<file path="config.mk">
export PLATFORM = sky130hd
export DESIGN_NAME = calc_issue_stage
export DESIGN_NICKNAME = d
export VERILOG_FILES = /design/src/rtl/calc_issue_stage.sv
export SDC_FILE = /design/constraint.sdc
export NUM_CORES = 1
export LEC_CHECK = 0
export BUFFER_PORTS_ARGS = -buffer_cell sky130_fd_sc_hd__buf_2
export CAP_MARGIN = 10
export CORE_ASPECT_RATIO = 0.75
export CORE_MARGIN = 2
export CORE_UTILIZATION = 48
export CTS_CLUSTER_DIAMETER = 120
export DETAILED_ROUTE_END_ITERATION = 7
export PLACE_DENSITY_LB_ADDON = 0.3
export SYNTH_ARGS = -nofsm -noshare
export SYNTH_HDL_FRONTEND = slang
export SYNTH_SLANG_ARGS = --single-unit
</file>
<file path="constraint.sdc">
create_clock -name clk -period 3.04 [get_ports clk]
set_clock_uncertainty 0.15 [all_clocks]
set_input_delay 0.152 -clock clk [delete_from_list [all_inputs] [get_ports clk]]
set_output_delay 0.152 -clock clk [all_outputs]
set_load 0.02 [all_outputs]
</file>
<file path="src/rtl/calc_issue_stage.sv">
// calc_issue_stage: issue stage in front of the combinational 64-bit calculator.
// Accepts one tagged request at a time over in_valid/in_ready, drives the
// registered operands onto calc_a/calc_b/calc_mode, waits SETTLE cycles, then
// captures calc_result with invalid-mode / divide-by-zero flags into an output
// FIFO presented on out_valid/out_ready/out_result/out_tag/out_err.
//   clk, rst_n       : clock, synchronous active-low reset
//   in_*             : request handshake, operands, mode, tag
//   calc_*           : registered calculator inputs and its combinational result
//   out_*            : FIFO head (zeroed when empty), err[0] bad mode, err[1] div by 0
module calc_issue_stage #(
  parameter int unsigned DEPTH  = 4,
  parameter int unsigned SETTLE = 1,
  parameter int unsigned TAG_W  = 4
) (
  input  logic             clk,
  input  logic             rst_n,
  input  logic             in_valid,
  output logic             in_ready,
  input  logic [63:0]      in_a,
  input  logic [63:0]      in_b,
  input  logic [3:0]       in_mode,
  input  logic [TAG_W-1:0] in_tag,
  output logic [63:0]      calc_a,
  output logic [63:0]      calc_b,
  output logic [3:0]       calc_mode,
  input  logic [63:0]      calc_result,
  output logic             out_valid,
  input  logic             out_ready,
  output logic [63:0]      out_result,
  output logic [TAG_W-1:0] out_tag,
  output logic [1:0]       out_err
);

  localparam int unsigned PTR_W = $clog2(DEPTH);
  localparam int unsigned CNT_W = $clog2(DEPTH + 1);
  localparam int unsigned SET_W = (SETTLE > 1) ? $clog2(SETTLE) : 1;
  localparam logic [SET_W-1:0] SETTLE_LAST = SET_W'(SETTLE - 1);
  localparam logic [CNT_W-1:0] DEPTH_C     = CNT_W'(DEPTH);

  typedef enum logic {IDLE, EXEC} state_t;

  state_t             state;
  logic [SET_W-1:0]   settle_cnt;
  logic [TAG_W-1:0]   tag_q;

  logic [63:0]        fifo_result [DEPTH];
  logic [TAG_W-1:0]   fifo_tag    [DEPTH];
  logic [1:0]         fifo_err    [DEPTH];
  logic [PTR_W-1:0]   wr_ptr;
  logic [PTR_W-1:0]   rd_ptr;
  logic [CNT_W-1:0]   count;

  logic               accept;
  logic               capture;
  logic               pop;
  logic [1:0]         cap_err;
  logic [63:0]        cap_result;

  always_comb begin
    in_ready   = rst_n && (state == IDLE) && (count < DEPTH_C);
    accept     = in_valid && in_ready;
    capture    = (state == EXEC) && (settle_cnt == SETTLE_LAST);
    out_valid  = (count != '0);
    pop        = out_valid && out_ready;
    cap_err    = '0;
    cap_err[0] = (calc_mode > 4'd3);
    cap_err[1] = (calc_mode == 4'd3) && (calc_b == '0);
    cap_result = (cap_err != '0) ? '0 : calc_result;
    out_result = out_valid ? fifo_result[rd_ptr] : '0;
    out_tag    = out_valid ? fifo_tag[rd_ptr]    : '0;
    out_err    = out_valid ? fifo_err[rd_ptr]    : '0;
  end

  always_ff @(posedge clk) begin
    if (!rst_n) begin
      state      <= IDLE;
      settle_cnt <= '0;
      tag_q      <= '0;
      calc_a     <= '0;
      calc_b     <= '0;
      calc_mode  <= '0;
      wr_ptr     <= '0;
      rd_ptr     <= '0;
      count      <= '0;
    end else begin
      case (state)
        IDLE: begin
          if (accept) begin
            calc_a     <= in_a;
            calc_b     <= in_b;
            calc_mode  <= in_mode;
            tag_q      <= in_tag;
            settle_cnt <= '0;
            state      <= EXEC;
          end
        end
        EXEC: begin
          settle_cnt <= settle_cnt + 1'b1;
          if (capture) state <= IDLE;
        end
      endcase

      if (capture) wr_ptr <= wr_ptr + 1'b1;
      if (pop)     rd_ptr <= rd_ptr + 1'b1;

      case ({capture, pop})
        2'b10:   count <= count + 1'b1;
        2'b01:   count <= count - 1'b1;
        default: count <= count;
      endcase
    end
  end

  // Storage carries no reset; validity is tracked solely by count.
  always_ff @(posedge clk) begin
    if (rst_n && capture) begin
      fifo_result[wr_ptr] <= cap_result;
      fifo_tag[wr_ptr]    <= tag_q;
      fifo_err[wr_ptr]    <= cap_err;
    end
  end

endmodule

</file>
# ---- Yosys cells after proc, flatten, opt, wreduce, memory -nomap -nowiden
# Memory sizes are Yosys's and may differ from the RTL's. A register that Yosys moved wholly into a read port is not among the register bits.
# Cells that the tools add are included.
dict set report classes {
  add_sub_neg 5
  mul 0
  n_div 0
  magnitude_cmp 2
  eq_ne 4
  shifts 0
  n_mux 18
  bitwise_logic 2
  n_reduce_logical 12
}
# op count
set op_table {}
lappend op_table {{two-way mux 64 bit} 2}
lappend op_table {{logical NOT 64 bit} 1}
lappend op_table {{two-way mux 2 bit} 7}
lappend op_table {{logical AND 1 bit} 7}
lappend op_table {{case mux 3 bit (2 select lines)} 1}
lappend op_table {{two-way mux 1 bit} 5}
lappend op_table {{adder 2 x 1 -> 2 bit, second input constant} 2}
lappend op_table {{equality test 4 x 2 -> 1 bit, second input constant} 1}
lappend op_table {{> comparator 4 x 2 -> 1 bit, second input constant} 1}
lappend op_table {{two-way mux 4 bit} 1}
lappend op_table {{case mux 1 bit (2 select lines)} 2}
lappend op_table {{nonzero test 2 bit} 2}
lappend op_table {{adder 3 x 1 -> 3 bit, second input constant} 1}
lappend op_table {{less-than comparator 3 bit, second input constant} 1}
lappend op_table {{nonzero test 3 bit} 1}
lappend op_table {{subtractor 3 x 1 -> 3 bit, second input constant} 1}
lappend op_table {{equality test 2 x 1 -> 1 bit, second input constant} 1}
lappend op_table {{equality test 2 bit, second input constant} 1}
lappend op_table {{inequality test 2 bit, second input constant} 1}
lappend op_table {{NOT 1 bit} 2}
lappend op_table {{AND reduction 2 bit} 1}
lappend op_table {{adder 1 bit, second input constant} 1}
dict set report totals {
  reg_bits 145
  latchBits 0
  mem_bits_rw 280
  romBits 0
  output_inout_bits 204
  wordCells 55
  n_memories 3
}
# name depth word_bits rd rd_clocked_by_memory_dff wr line
set mem_list {}
lappend mem_list {fifo_result 4 64 1 1 1 46} ;# logic [63:0] fifo_result [DEPTH];
lappend mem_list {fifo_tag 4 4 1 1 1 47} ;# logic [TAG_W-1:0] fifo_tag [DEPTH];
lappend mem_list {fifo_err 4 2 1 1 1 48} ;# logic [1:0] fifo_err [DEPTH];

# ---- Longest topological paths before layout
# Gate-level depths: netlist of the first run.
dict set report logic_depth {
  depth_word 6
  mapped_depth 9
}

# ---- Least setup slack after synthesis of the first run
# Ideal clock, no wire load.
dict set report synth_path {
  path_kind {register -> register}
  startpoint {reg state}
  endpoint {mem fifo_err[1][0], enable pin}
  arrival_time_ns 2.424
  setup_slack_ns 0.030
  path_stages_with_launch 4
  period_less_slack_ns 3.010
  cell_sequence {dfxtp_1 -> nor2b_1 -> clkbuf_1 -> and3_1}
}
dict set report synth_between {
  elab_chain_len 4
}
# element line
set synth_lines {}
lappend synth_lines {{start: declaration} 42} ;# state_t state;
lappend synth_lines {{start signal: assignment} 76} ;# state <= IDLE;
lappend synth_lines {{start signal: assignment} 94} ;# state <= EXEC;
lappend synth_lines {{start signal: assignment} 99} ;# if (capture) state <= IDLE;
lappend synth_lines {{logical AND 1 bit} 62} ;# capture = (state == EXEC) && (settle_cnt == SETTLE_LAST);
lappend synth_lines {{logical AND 1 bit} 116} ;# if (rst_n && capture) begin
lappend synth_lines {{two-way mux 1 bit} 116}
lappend synth_lines {{two-way mux 1 bit (implied by the code)} 119} ;# fifo_err[wr_ptr] <= cap_err;
lappend synth_lines {{end: declaration} 48}
# Every way passes these cells.

==> results.sh, run 1 <==
export IMPL_nets=2068
export IMPL_cts_max_path_buffers=3
export IMPL_pre_cts_slack_ns=0.545
export IMPL_nFillCells=2491
export IMPL_detail_route_antenna_nets=0
export IMPL_tightest_slew_ns=0.844
export IMPL_ys_seq_elements=427
export IMPL_fmax_mhz=384
export IMPL_crit_type="reg2out"
export IMPL_cts_root_buf="clkbuf_16"
export IMPL_worstSkewPairLatency_ns=0.53
export IMPL_p_sw_share_pct=28.1
export IMPL_cp_cell_sequence="buf_12 > mux4_2 > and2_1 > buf_2"
export IMPL_core_sq_um=34700
export IMPL_grt_use_met1_pct=33.7
export IMPL_p_sw_mw=4.03
export IMPL_grt_max_degree=137
export IMPL_num_rows=59
export IMPL_crit_path_end_kind="output port"
export IMPL_start_kind="flop"
export IMPL_antenna_found_initial=2
export IMPL_top_usage_layer="met2"
export IMPL_arrival_ns=2.30
export IMPL_hpwlAfterDp_microns=27900
export IMPL_first_iter_violations=1073
export IMPL_wl_per_cell_microns=19.7
export IMPL_drt_pass1_iter_count=5
export IMPL_cp_max_fo=20
export IMPL_clockPowerShare_pct=32.7
export IMPL_pwr_share_comb_pct=21.8
export IMPL_met3_usage_pct=4.55
export IMPL_die_h_microns=167
export IMPL_gr_total_overflow=0
export IMPL_p_seq_share_pct=45.5
export IMPL_grt_pass1_wl_microns=71700
export IMPL_drive_above_1_share_pct=30.1
export IMPL_first_global_vias=12800
export IMPL_fp_dieArea_sq_um=36800
export IMPL_use_met2_pct=40.9
export IMPL_worst_path_max_delay_cell="dfxtp_4"
export IMPL_dpl_cell_area_sq_um=19500
export IMPL_setup_viol=0
export IMPL_ir_worst_vdd_mv=0.589
export IMPL_synth_area_sq_um=16900
export IMPL_synth_fp_nets=1480
export IMPL_place_gp_congestion=0.885
export IMPL_numCtsBuffers=41
export IMPL_worst_path_dominant_cell_family="flip-flops"
export IMPL_grt_total_usage_pct=25.2
export IMPL_crit_path_max_incr_delay_ns=0.61
export IMPL_design_area_sq_um=22700
export IMPL_period_share_pct=85.6
export IMPL_hold_violations=0
export IMPL_register_area_sq_um=11400
export IMPL_crit_required_ns=2.74
export IMPL_drv_cap=0
export IMPL_fin_ws_ns=0.437
export IMPL_layout_min_cycle_time_ns=2.60
export IMPL_io_pins=408
export IMPL_cts_tree="built"
export IMPL_clkTransAtPathRegs_ns=0.06
export IMPL_finalWirelength_microns=46100
export IMPL_hold_class="in2reg"
export IMPL_timing_critical_path_buf_inv=2
export IMPL_yosysWarningCount=0
export IMPL_yosysSeqAreaShare_pct=67.1
export IMPL_clock_sinks=427
export IMPL_synthDistinctLibCells=29
export IMPL_remaining_drc_errors=0
export IMPL_status="finished clean"
export IMPL_drv_slew=0
export IMPL_power_density_nw_per_um2=631
export IMPL_leakage_nw=8.90
export IMPL_multi_input_area_sq_um=5130
export IMPL_io_buffers=407
export IMPL_synthCells=1270
export IMPL_die_w_microns=221
export IMPL_cts_max_level=2
export IMPL_via_count=12500
export IMPL_maxSlewHeadroom_pct=43.7
export IMPL_tns_ns=0
export IMPL_area_delta_synth_final_pct=34.4
export IMPL_start_util_pct=48.7
export IMPL_viasPerCell=5.33
export IMPL_grt_setup_unrepaired="no"
export IMPL_syn_area_per_cell_sq_um=13.3
export IMPL_internal_power_mw=10.3
per-layer routing:
metal	share of wire (%)	vias up
met1	41	6128
met2	48	563
met4	3.7	0
met5	0	-
met3	7.2	118
li1	-	5688
cell type report:
class | instances | share of cell area, %
Clock inverter | 15 | 0.319
Tap cell | 457 | 2.52
Antenna cell | 2 | 0.0220
Sequential cell | 427 | 50.0
Multi-Input combinational cell | 744 | 22.6
Clock buffer | 56 | 4.99
Inverter | 7 | 0.116
Timing Repair Buffer | 637 | 19.5
cell families after synthesis:
logic type | Yosys count | share of synthesized area (%)
muxes | 70 | 9.32
DFF | 427 | 67.1
AOI/OAI and AO/OA | 206 | 8.16
xor gates and xnor gates | 5 | 0.259
and+or+nand+nor | 457 | 11.8
buffers and inverters | 99 | 2.83
adders and majority gates | 6 | 0.488
metrics by stage:
stage / util [%] / hold slack (ns) / instances / power [mW]
5_1_grt: 65.5 / 0.0484 / 2345 / 14.9
3_5_place_dp: 56.1 / 0.248 / 2067 / 9.57
3_3_place_gp: 56.1 / 0.241 / 2067 / 9.54
2_1_floorplan: - / 0.137 / 1270 / 8.50
4_1_cts: 65.5 / 0.0162 / 2343 / 14.4
6_report: 65.5 / 0.0512 / 2345 / 14.3
layout by cell type (no fill, tap or decap), drive strengths merged, types with 16 or more instances in the layout:
| cell | instances |
|---|---|
| and2 | 77 |
| clkbuf | 56 |
| mux4 | 70 |
| a21oi | 65 |
| a21boi | 139 |
| dlygate4sd3 | 205 |
| nor4 | 16 |
| buf | 432 |
| nand2 | 342 |
| edfxtp | 280 |
| dfxtp | 147 |
sequential cells by signal (all words and copies together), names as in the netlist, named ones only:
| name | count |
|---|---|
| fifo_err | 8 |
| calc_a | 64 |
| fifo_result | 256 |
| fifo_tag | 16 |
| settle_cnt | 1 |
| calc_b | 64 |
| state | 1 |
| calc_mode | 4 |
| count | 3 |
| tag_q | 4 |
| rd_ptr | 2 |
| wr_ptr | 2 |
Yosys cell counts:
library cell / number / area share [%]
clkbuf_1: 46 / 1.0
nor2b_1: 4 / 0.15
a21oi_1: 65 / 1.9
buf_4: 6 / 0.27
inv_1: 7 / 0.16
buf_6: 6 / 0.40
nor3_1: 1 / 0.030
xor2_1: 1 / 0.052
nor4_1: 16 / 0.59
dfxtp_1: 147 / 17
xnor2_1: 4 / 0.21
nand2_1: 342 / 7.6
edfxtp_1: 280 / 50
nor2_1: 4 / 0.089
nand3b_1: 1 / 0.044
buf_2: 32 / 0.95
or3_1: 2 / 0.074
a21boi_0: 99 / 4.4
nand3_1: 3 / 0.089
and2_1: 77 / 2.8
fa_1: 1 / 0.12
ha_1: 5 / 0.37
nand4_1: 2 / 0.074
nor3b_2: 1 / 0.074
o21ai_0: 2 / 0.059
a21boi_1: 40 / 1.8
buf_1: 2 / 0.044
mux4_2: 70 / 9.3
and3_1: 4 / 0.15
final timing paths:
| path | cells past startpoint | endpoint | from | slack [ns] |
|---|---|---|---|---|
| setup / recovery | 4 | out_result[32] | flop | 0.44 |
| hold / removal | 4 | calc_b[25]$_SDFFE_PN0P_ | in_valid | 0.05 |
| setup reg to reg | 5 | fifo_result[1][21]$_DFFE_PP_ | calc_b[39]$_SDFFE_PN0P_ | 0.49 |
| hold reg to reg | 2 | calc_a[58]$_SDFFE_PN0P_ | calc_a[58]$_SDFFE_PN0P_ | 0.30 |
power groups by stage:
| stage | Sequential (mW) | Combinational (mW) | Clock (mW) |
|---|---|---|---|
| after detailed placement | 6.65 | 2.91 | 0 |
| after global placement | 6.65 | 2.89 | 0 |
| after floorplan | 6.69 | 1.81 | 0 |
| after global routing | 6.55 | 3.37 | 5.01 |
| final | 6.53 | 3.13 | 4.68 |
| after CTS | 6.53 | 3.13 | 4.77 |
worst register-to-register path, cell delays in order (launching register included):
cell and delay [ns]:
dfxtp_1 0.32, nor4_1 0.58, nand2_1 0.21, nor4_2 0.38, buf_12 0.37, a21oi_1 0.26
timing repair:
item	CTS	global route
hold buffers	205	0
hold endpoints to repair	397	0
gates resized for setup	0	0
buffers inserted	0	0
Note: power is estimated with default switching activity, not from simulation.
==> inputs of run 2 (changes only) <==
--- a/config.mk
+++ b/config.mk
@@ -9,7 +9,8 @@
 export CAP_MARGIN = 10
 export CORE_ASPECT_RATIO = 0.75
 export CORE_MARGIN = 2
-export CORE_UTILIZATION = 48
+export CORE_UTILIZATION = 50
+export CTS_BUF_LIST = sky130_fd_sc_hd__clkbuf_4 sky130_fd_sc_hd__clkbuf_8
 export CTS_CLUSTER_DIAMETER = 120
 export DETAILED_ROUTE_END_ITERATION = 7
 export PLACE_DENSITY_LB_ADDON = 0.3
==> results.sh, run 2 (same netlist as run 1, synthesis figures left out) <==
export IMPL_viasPerCell=5.33
export IMPL_gr_total_overflow=0
export IMPL_crit_required_ns=3.42
export IMPL_tns_ns=0
export IMPL_start_util_pct=50.6
export IMPL_grt_total_usage_pct=26.4
export IMPL_place_gp_congestion=0.864
export IMPL_antenna_found_initial=2
export IMPL_cts_setup_buffers=0
export IMPL_area_delta_synth_final_pct=36.4
export IMPL_arrival_ns=3.19
export IMPL_drive_above_1_share_pct=31.9
export IMPL_io_pins=408
export IMPL_core_sq_um=33400
export IMPL_power_density_nw_per_um2=626
export IMPL_design_area_sq_um=23100
export IMPL_grt_pass1_wl_microns=71600
export IMPL_io_buffers=407
export IMPL_worstSkewPairLatency_ns=0.59
export IMPL_period_share_pct=92.2
export IMPL_num_rows=58
export IMPL_ctsHoldBuffers=232
export IMPL_fin_cells=2408
export IMPL_cts_root_buf="clkbuf_8"
export IMPL_hpwlAfterDp_microns=27100
export IMPL_nets=2117
export IMPL_numCtsBuffers=67
export IMPL_layout_min_cycle_time_ns=2.80
export IMPL_start_kind="input port"
export IMPL_top_register="fifo_result"
export IMPL_setup_viol=0
export IMPL_wl_per_cell_microns=19.5
export IMPL_cts_resized_gates=0
export IMPL_die_h_microns=163
export IMPL_hold_class="in2reg"
export IMPL_clock_sinks=427
export IMPL_drt_pass1_iter_count=5
export IMPL_drv_cap=0
export IMPL_top_regs="fifo_result x256, calc_a x64, calc_b x64"
export IMPL_dpl_cell_area_sq_um=19400
export IMPL_largest_reg_flops=256
export IMPL_leakage_nw=9.16
export IMPL_first_iter_violations=891
export IMPL_cts_tree="built"
export IMPL_nFillCells=2326
export IMPL_grt_setup_unrepaired="no"
export IMPL_clkTransAtPathRegs_ns=0.07
export IMPL_layout_cells_most_common="buf_2"
export IMPL_crit_path_end_kind="flop"
export IMPL_remaining_drc_errors=0
export IMPL_fp_dieArea_sq_um=35300
export IMPL_cts_max_level=3
export IMPL_drv_slew=0
export IMPL_status="finished clean"
export IMPL_cp_max_fo=44
export IMPL_detail_route_antenna_nets=0
export IMPL_ir_worst_vdd_mv=0.403
export IMPL_tightest_slew_ns=0.927
export IMPL_dp_cells=2056
export IMPL_mostFrequentLayoutCells="406 x buf_2, 341 x nand2_1, 280 x edfxtp_1"
export IMPL_first_global_vias=13300
export IMPL_die_w_microns=216
export IMPL_maxSlewHeadroom_pct=38.2
export IMPL_cts_max_path_buffers=3
export IMPL_grt_max_degree=109
export IMPL_hold_violations=0
export IMPL_fmax_mhz=357
export IMPL_via_count=12800
export IMPL_finalWirelength_microns=46800
export IMPL_crit_type="in2reg"
run 2: cell count changes in the layout (fill, tap and decap cells not counted), moves of 4 or more:
cell           delta
clkbuf_16        -43
clkinvlp_4        +4
clkbuf_8         +69
clkbuf_1         -12
clkbuf_4         +32
dlygate4sd3_1    +27
run 2: stage by stage:
stage          utilization, %  setup WS, ns  power (mW)  hold WS, ns
2_1_floorplan               -        0.0300        8.50        0.137
3_3_place_gp             58.1         0.549        9.50        0.241
3_5_place_dp             58.1         0.613        9.53        0.248
4_1_cts                  69.1         0.322        14.5      0.00226
5_1_grt                  69.1         0.121        15.0       0.0418
6_report                 69.1         0.238        14.4       0.0478
run 2: path summary, 6_finish.rpt:
check                                             start                 endpoint  slack [ns]  depth (start not counted)
worst min-delay path                           in_valid  calc_b[20]$_SDFFE_PN0P_        0.05                          4
worst max register to register    count[2]$_SDFFE_PN0P_  calc_b[39]$_SDFFE_PN0P_        0.47                          6
worst max-delay path                              rst_n  calc_b[39]$_SDFFE_PN0P_        0.24                          8
worst min register to register  calc_a[61]$_SDFFE_PN0P_  calc_a[61]$_SDFFE_PN0P_        0.31                          2
run 2: cell type report:
| cell class | count | area, sq um | share of cell area (%) |
|---|---|---|---|
| Tap cell | 450 | 563 | 2.44 |
| Clock buffer | 102 | 1200 | 5.22 |
| Multi-Input combinational cell | 744 | 5130 | 22.2 |
| Clock inverter | 17 | 120 | 0.521 |
| Sequential cell | 427 | 11400 | 49.3 |
| Antenna cell | 1 | 2.50 | 0.0109 |
| Timing Repair Buffer | 660 | 4660 | 20.2 |
| Inverter | 7 | 26.3 | 0.114 |
run 2: critical path, stage by stage:
cell and delay, ns:
dlygate4sd3_1 0.54, buf_4 0.37, nor3b_2 0.37, and2_4 0.52
buf_4 0.35, nand2_1 0.12, a21boi_0 0.17, dlygate4sd3_1 0.57
run 2: report_power, final:
group          leakage (nW)  total (mW)  internal, mW  switching [mW]
clock                 0.697        4.79          2.62            2.17
combinational          4.73        3.17          1.33            1.84
sequential             3.73        6.48          6.38           0.107
total                  9.16        14.4          10.3            4.12
run 2: metal layers:
metal / up-vias / global-route usage (%) / wire length, microns
li1: 5812 / - / -
met1: 6318 / 33.1 / 19100
met2: 546 / 43.9 / 22700
met3: 146 / 6.42 / 3250
met4: 2 / 11.8 / 1730
met5: - / 0 / 13
==> inputs of run 3 (changes only) <==
--- a/config.mk
+++ b/config.mk
@@ -14,6 +14,7 @@
 export CTS_CLUSTER_DIAMETER = 120
 export DETAILED_ROUTE_END_ITERATION = 7
 export PLACE_DENSITY_LB_ADDON = 0.3
+export SETUP_SLACK_MARGIN = 0.1
 export SYNTH_ARGS = -nofsm -noshare
 export SYNTH_HDL_FRONTEND = slang
 export SYNTH_SLANG_ARGS = --single-unit
==> constraint.sdc (replaced) <==
create_clock -name clk -period 2.35 [get_ports clk]
set_clock_uncertainty 0.15 [all_clocks]
set_input_delay 0.1175 -clock clk [delete_from_list [all_inputs] [get_ports clk]]
set_output_delay 0.1175 -clock clk [all_outputs]
set_load 0.02 [all_outputs]
==> results.sh, run 3 (same netlist as run 1, synthesis figures left out) <==
export IMPL_status="finished with violations"
export IMPL_failed_checks="negative setup slack"
export IMPL_crit_path_end_kind="output port"
export IMPL_dpl_cell_area_sq_um=19700
export IMPL_via_count=13200
export IMPL_first_global_vias=13600
export IMPL_num_rows=58
export IMPL_ir_worst_vdd_mv=0.588
export IMPL_cts_tree="built"
export IMPL_place_gp_congestion=0.906
export IMPL_dp_cells=2080
export IMPL_nets=2156
export IMPL_grt_total_usage_pct=27.7
export IMPL_clock_sinks=427
export IMPL_multi_input_area_sq_um=5470
export IMPL_design_area_sq_um=24300
export IMPL_cpMostUsedCell="buf_6"
export IMPL_tns_ns=-1.63
export IMPL_fmax_mhz=413
export IMPL_cts_root_buf="clkbuf_8"
export IMPL_fp_dieArea_sq_um=35300
export IMPL_setup_viol=55
export IMPL_start_util_pct=50.6
export IMPL_drv_cap=0
export IMPL_first_iter_violations=1050
export IMPL_top_register="fifo_result"
export IMPL_leakage_nw=9.52
export IMPL_grt_pass1_wl_microns=74900
export IMPL_antenna_found_initial=1
export IMPL_drive_above_1_share_pct=37.7
export IMPL_hold_violations=0
export IMPL_fin_util_pct=72.8
export IMPL_nFillCells=2110
export IMPL_timing_critical_path_buf_inv=4
export IMPL_tightest_slew_ns=0.976
export IMPL_drv_slew=0
export IMPL_die_w_microns=216
export IMPL_fin_cells=2436
export IMPL_cp_max_fo=5
export IMPL_period_share_pct=103
export IMPL_numCtsBuffers=67
export IMPL_grt_setup_unrepaired="yes"
export IMPL_fin_ws_ns=-0.0704
export IMPL_hpwlAfterDp_microns=28800
export IMPL_layout_cells_most_common="buf_2"
export IMPL_gr_total_overflow=0
export IMPL_cts_max_level=3
export IMPL_io_pins=408
export IMPL_largest_reg_flops=256
export IMPL_viasPerCell=5.41
export IMPL_worst_path_dominant_cell_family="multiplexers"
export IMPL_worstSkewPairLatency_ns=0.59
export IMPL_hold_class="in2reg"
export IMPL_crit_required_ns=2.08
export IMPL_detail_route_antenna_nets=0
export IMPL_worst_path_max_delay_cell="mux4_2"
export IMPL_drt_pass1_iter_count=5
export IMPL_core_sq_um=33400
export IMPL_io_buffers=407
export IMPL_ff2ff_setup_slack_ns=0.09
export IMPL_register_area_sq_um=11400
export IMPL_top_regs="fifo_result x256, calc_a x64, calc_b x64"
export IMPL_start_kind="flop"
export IMPL_crit_type="reg2out"
export IMPL_hold_ws_ns=0.0590
export IMPL_die_h_microns=163
export IMPL_wl_per_cell_microns=21.1
export IMPL_mostFrequentLayoutCells="361 x buf_2, 340 x nand2_1, 280 x edfxtp_1"
export IMPL_power_density_nw_per_um2=817
export IMPL_cts_max_path_buffers=3
export IMPL_grt_max_degree=113
export IMPL_remaining_drc_errors=0
export IMPL_layout_min_cycle_time_ns=2.42
export IMPL_crit_path_max_incr_delay_ns=0.51
export IMPL_maxSlewHeadroom_pct=34.9
export IMPL_area_delta_synth_final_pct=43.7
export IMPL_finalWirelength_microns=51400
export IMPL_cp_cell_sequence="buf_6 > buf_12 > buf_16 > mux4_2 > and2_4 > buf_6"
export IMPL_arrival_ns=2.15
export IMPL_clkTransAtPathRegs_ns=0.06
-- run 3: cell types whose count changed in the layout (fill, tap and decap cells not counted), moves of 24 or more --
cell | before | now
a21oi_1 | 65 | 41
and2_1 | 76 | 32
and2_4 | 1 | 45
buf_2 | 406 | 361
buf_6 | 0 | 48
-- run 3: area by class of cell --
type                    instances  area share, %
well taps                     450           2.32
multi-input cells             746           22.5
clock buffers                  88           4.50
clock inverters                19          0.577
diodes                          2         0.0206
inverters                       7          0.108
flip-flops and latches        427           46.8
repair buffers                697           23.2
-- run 3: power by group --
group | leakage [nW] | internal [mW] | switching, mW
Sequential | 3.73 | 8.25 | 0.142
Clock | 0.654 | 3.23 | 2.80
Combinational | 5.14 | 2.70 | 2.73
Total | 9.52 | 14.2 | 5.68
-- run 3: tightest hold or removal path, cell delays in order --
cell and delay, ns:
buf_2 0.19, nand2_8 0.27, a21boi_0 0.15
-- run 3: path summary, 6_finish.rpt --
check	startpoint	to	cells past startpoint
hold / removal	in_valid	state$_SDFF_PN0_	3
setup / recovery	flop	out_result[30]	6
setup reg to reg	calc_b[50]$_SDFFE_PN0P_	fifo_result[0][22]$_DFFE_PP_	7
hold reg to reg	calc_a[61]$_SDFFE_PN0P_	calc_a[61]$_SDFFE_PN0P_	2
-- run 3: layer usage --
layer / track usage, % / vias up / routed length (microns)
met5: 0 / - / 0
met4: 11.8 / 0 / 1920
met3: 7.34 / 159 / 3870
met2: 45.7 / 616 / 25200
met1: 34.8 / 6520 / 20500
li1: - / 5888 / -
-- run 3: repair_timing --
action                                  in CTS  in global routing
buffers inserted                             7                 10
resized for setup                          143                 77
hold endpoints to repair                   438                  0
endpoints found under the setup margin     281                336
cloned                                       6                  9
hold buffers                               215                  0
pin swaps                                    0                 11
-- run 3: per-stage QoR --
step | setup WS (ns) | power [mW]
6_report | -0.0704 | 19.9
5_1_grt | -0.155 | 20.6
4_1_cts | -0.111 | 19.6
3_5_place_dp | 0.0508 | 12.4
3_3_place_gp | 0.0538 | 12.3
2_1_floorplan | 0.116 | 11.0
